**src/rtl/id_ex_skid_stage.sv**
```systemverilog
// id_ex_skid_stage: ID/EX pipeline register with valid/ready handshake, 2-entry skid buffer,
// synchronous flush and a saturating stall-cycle counter.
module id_ex_skid_stage #(
    parameter int DATA_W  = 32,
    parameter int RADDR_W = 5,
    parameter int ALUOP_W = 3,
    parameter int CNT_W   = 16
) (
    input  logic               clk,
    input  logic               rst,
    input  logic               flush,
    input  logic               in_valid,
    output logic               in_ready,
    input  logic [DATA_W-1:0]  in_rd1,
    input  logic [DATA_W-1:0]  in_rd2,
    input  logic [DATA_W-1:0]  in_imm,
    input  logic [ALUOP_W-1:0] in_aluop,
    input  logic               in_data_s,
    input  logic               in_we,
    input  logic [RADDR_W-1:0] in_wsel,
    output logic               out_valid,
    input  logic               out_ready,
    output logic [DATA_W-1:0]  out_rd1,
    output logic [DATA_W-1:0]  out_rd2,
    output logic [DATA_W-1:0]  out_imm,
    output logic [ALUOP_W-1:0] out_aluop,
    output logic               out_data_s,
    output logic               out_we,
    output logic [RADDR_W-1:0] out_wsel,
    output logic [CNT_W-1:0]   stall_cnt
);
    localparam int PW = 3 * DATA_W + ALUOP_W + 2 + RADDR_W;
    logic [PW-1:0]    w_in;
    logic [PW-1:0]    r_main;
    logic [PW-1:0]    r_skid;
    logic             r_main_valid;
    logic             r_skid_valid;
    logic [CNT_W-1:0] r_stall_cnt;
    logic             w_in_fire;
    logic             w_out_fire;
    logic             w_main_free;
    logic             w_main_we;
    assign w_in        = {in_rd1, in_rd2, in_imm, in_aluop, in_data_s, in_we, in_wsel};
    assign in_ready    = ~r_skid_valid;
    assign w_in_fire   = in_valid & in_ready;
    assign w_out_fire  = r_main_valid & out_ready;
    assign w_main_free = ~r_main_valid | w_out_fire;
    assign {out_rd1, out_rd2, out_imm, out_aluop, out_data_s, w_main_we, out_wsel} = r_main;
    assign out_valid   = r_main_valid;
    assign out_we      = w_main_we & r_main_valid;
    assign stall_cnt   = r_stall_cnt;
    // skid never coexists with an accepted input, so the skid-to-main move and in_fire are exclusive
    always_ff @(posedge clk) begin
        if (rst) begin
            r_main_valid <= 1'b0;
            r_skid_valid <= 1'b0;
            r_main       <= '0;
            r_skid       <= '0;
            r_stall_cnt  <= '0;
        end else if (flush) begin
            r_main_valid <= 1'b0;
            r_skid_valid <= 1'b0;
            r_main       <= '0;
            r_skid       <= '0;
        end else begin
            if (w_main_free) begin
                r_main_valid <= r_skid_valid | w_in_fire;
                r_skid_valid <= 1'b0;
                if (r_skid_valid)
                    r_main <= r_skid;
                else if (w_in_fire)
                    r_main <= w_in;
            end else if (w_in_fire) begin
                r_skid_valid <= 1'b1;
                r_skid       <= w_in;
            end
            if (r_main_valid && !out_ready && r_stall_cnt != '1)
                r_stall_cnt <= r_stall_cnt + CNT_W'(1);
        end
    end
endmodule

```
**config.mk**
```make
export PLATFORM = sky130hd
export DESIGN_NAME = id_ex_skid_stage
export DESIGN_NICKNAME = d
export VERILOG_FILES = /design/src/rtl/id_ex_skid_stage.sv
export SDC_FILE = /design/constraint.sdc
export NUM_CORES = 1
export LEC_CHECK = 0
export BUFFER_PORTS_ARGS = -buffer_cell sky130_fd_sc_hd__buf_2
export CAP_MARGIN = 40
export CELL_PAD_IN_SITES_DETAIL_PLACEMENT = 0
export CELL_PAD_IN_SITES_GLOBAL_PLACEMENT = 1
export CORE_ASPECT_RATIO = 1.25
export CORE_MARGIN = 2
export CORE_UTILIZATION = 40
export CTS_CLUSTER_DIAMETER = 60
export DETAILED_ROUTE_END_ITERATION = 16
export PLACE_DENSITY = 0.8
export SETUP_SLACK_MARGIN = 0.2
export SYNTH_ARGS = -nofsm -noshare
export SYNTH_HDL_FRONTEND = slang
export SYNTH_SLANG_ARGS = --single-unit
```
**constraint.sdc**
```tcl
create_clock -name clk -period 2 [get_ports clk]
set_clock_uncertainty 0.1 [all_clocks]
set_input_delay 0.3 -clock clk [delete_from_list [all_inputs] [get_ports clk]]
set_output_delay 0.3 -clock clk [all_outputs]
set_load 0.005 [all_outputs]
```
==> impl_metrics.yaml <==
run_status:
  status: "finished clean"
finish:
  drive_gt1_share_pct: 23.7
  antenna_cells: 0
  nNetsFinal: 1470
  areaGrowthSynthToFinish_pct: 28.2
  fin_cells: 1703
yosys:
  synthAdderAreaFrac_pct: 0.125
  yosys.area_share.simple_pct: 16.0
  synth.distinct_cells: 44
  async_reset_ff_share_pct: 0
  yosysWarnings: 0
  synthTopCellsByArea: "dfxtp_1 46%, mux2i_1 11%, a211oi_1 8.2%"
  synthTopCellsByCount: "230 x dfxtp_1, 220 x nand2_1, 115 x a21oi_1"
  synth_top_family_by_area: "simple AND/OR/NAND/NOR gates"
  synth_area_leader_cell: "dfxtp_1"
  syn_area_um2: 10000
  yosysMostFrequentCell: "dfxtp_1"
  syn-instance-count: 1150
  ys_ff_latch: 230
  synthXorXnorAreaFrac_pct: 0
  muxShareOfSynthArea_pct: 10.7
  avgSynthCellArea_um2: 8.72
  ys_seq_area_share_pct: 45.9
  synth_nets: 1262
  synth_edf_count: 0
  synth_compound_area_share_pct: 15.2
  synthFlopType: "dfxtp_1"
  synth_top_area_share_pct: 45.9
timing:
  layout_min_cycle_time_ns: 1.74
  hold_violations: 0
  fmax_mhz: 574
  tightestPinTransition_ns: 0.469
  layout_setup_ws_ns: 0.256
  slew_headroom_pct: 68.7
  setup_tns_ns: 0
  fin_crit_sh_pct: 87.2
  rsz0062_at_grt: "true"
  setup_viol: 0
  finalMaxSlewViolations: 0
place:
  placed_cells: 1549
  gp_congestion: 0.828
  post-place-ws_ns: 0.176
  hpwl_um: 15700
  io_buffers: 234
flow_run:
  drv_cap: 0
setup_path:
  worstSetupEndpointType: "flip-flop"
  required_ns: 2.36
  arrival_ns: 2.10
  cp-start-kind: "flip-flop"
  path_class: "reg -> reg"
  critPathMaxFanout: 7
route:
  antenna_left: 0
  drtIter0Drc: 349
  firstDrtPassIters: 4
  drc_errors: 0
  dr_total_vias: 8425
  via_per_inst: 4.95
  wl_per_cell_um: 15.3
  routed_wl_um: 26000
floorplan:
  start_util_pct: 40.8
  fp.dieH_um: 181
  die_w_um: 146
  core_um2: 24600
  rows: 64
  top_level_ports: 235
  die-area_um2: 26400
cts:
  ctsHtreeMaxLevel: 1
  cts_buffers: 26
  clock-sinks: 230
  clk_pin_slew_ns: 0.06
  cts-root-buf: "clkbuf_16"
  cts_buffer_depth: 3
  cts_tree: "yes"
  insertion_delay_ns: 0.52
power_and_ir_drop:
  power_density_nw_per_um2: 828
  p_leak_nw: 4.95
  power_mw: 10.6
  vdd_ir_drop_max_v: 0.000631
global_routing:
  grt_start_max_net_pins: 103
  grt.overflow.total: 0
  antenna_found_initial: 0
  grt_pass1_vias: 8016
  grt_pass1_wl_um: 40900
  grtUsageTotal_pct: 18.6
worst_hold_path:
  hp-class: "in -> reg"
-- path summary, 6_finish.rpt --
kind	start	to	slack, ns	cells past startpoint
max	stall_cnt[0]	stall_cnt[14]	0.26	5
min	in_valid	r_skid_valid	0.08	3
max reg2reg	stall_cnt[0]	stall_cnt[14]	0.26	5
min reg2reg	r_skid[26]	r_skid[26]	0.35	2
-- power breakdown --
group | switching (mW) | internal, mW | total [mW]
logic | 0.478 | 0.465 | 0.942
clock network | 1.86 | 3.08 | 4.95
registers | 0.0625 | 4.69 | 4.75
-- worst max-delay path, cell delays in order (launching register included) --
cell and delay, ns:
dfxtp_4 0.39, ha_4 0.18, nand4bb_4 0.14, or3_1 0.34
or4_1 0.41, a21oi_1 0.13
-- placed cells by master, fill, tap and decap left out, types with 8 or more instances in the layout --
cell and count:
dfxtp_1 226, clkbuf_16 28, buf_12 12, buf_2 234
nor2_1 110, dlygate4sd3_1 107, buf_4 14, or4_1 8
nand2_1 219, a211oi_1 110, mux2i_1 107, a21oi_1 115
-- flip-flops by register name, summed over array words and instances (netlist names) --
name	count
out_valid	1
r_skid	106
stall_cnt	16
r_main	106
r_skid_valid	1
-- layout make-up --
type	instances	area (um^2)
tap	330	413
clock buffer	36	779
clock inverter	7	116
timing repair buffer	371	2650
fill	2284	11700
multi-input combinational	725	4270
inverter	4	15.0
sequential	230	4610
-- through the flow --
stage | hold slack, ns | instance area, um^2 | util (%)
after detailed placement | 0.346 | 10800 | 43.9
final | 0.0785 | 12900 | 52.3
after global routing | 0.0761 | 12900 | 52.3
after CTS | 0.0248 | 12800 | 52.0
after global placement | 0.340 | 10800 | 43.9
after floorplan | 0.336 | 10000 | -
-- kinds of logic after synthesis --
family | Yosys count
flip-flops | 230
buffers and inverters | 195
AND/OR/NAND/NOR | 377
AO/OA/AOI/OAI | 240
adder cells (fa/ha/maj) | 1
multiplexers | 107
-- metal layers --
metal,wire length (um),GRT usage [%]
met1,11400,23.2
met2,12900,33.0
met3,1100,2.75
met4,579,5.69
met5,0,0
-- what timing repair did --
item,CTS,global route
endpoints found under the hold margin,109,0
pin swaps,0,3
gates resized for setup,1,11
buffers inserted,0,3
cloned,0,1
setup endpoints to repair,1,153
hold buffers,107,0
Power figures use the tool's default switching activity.
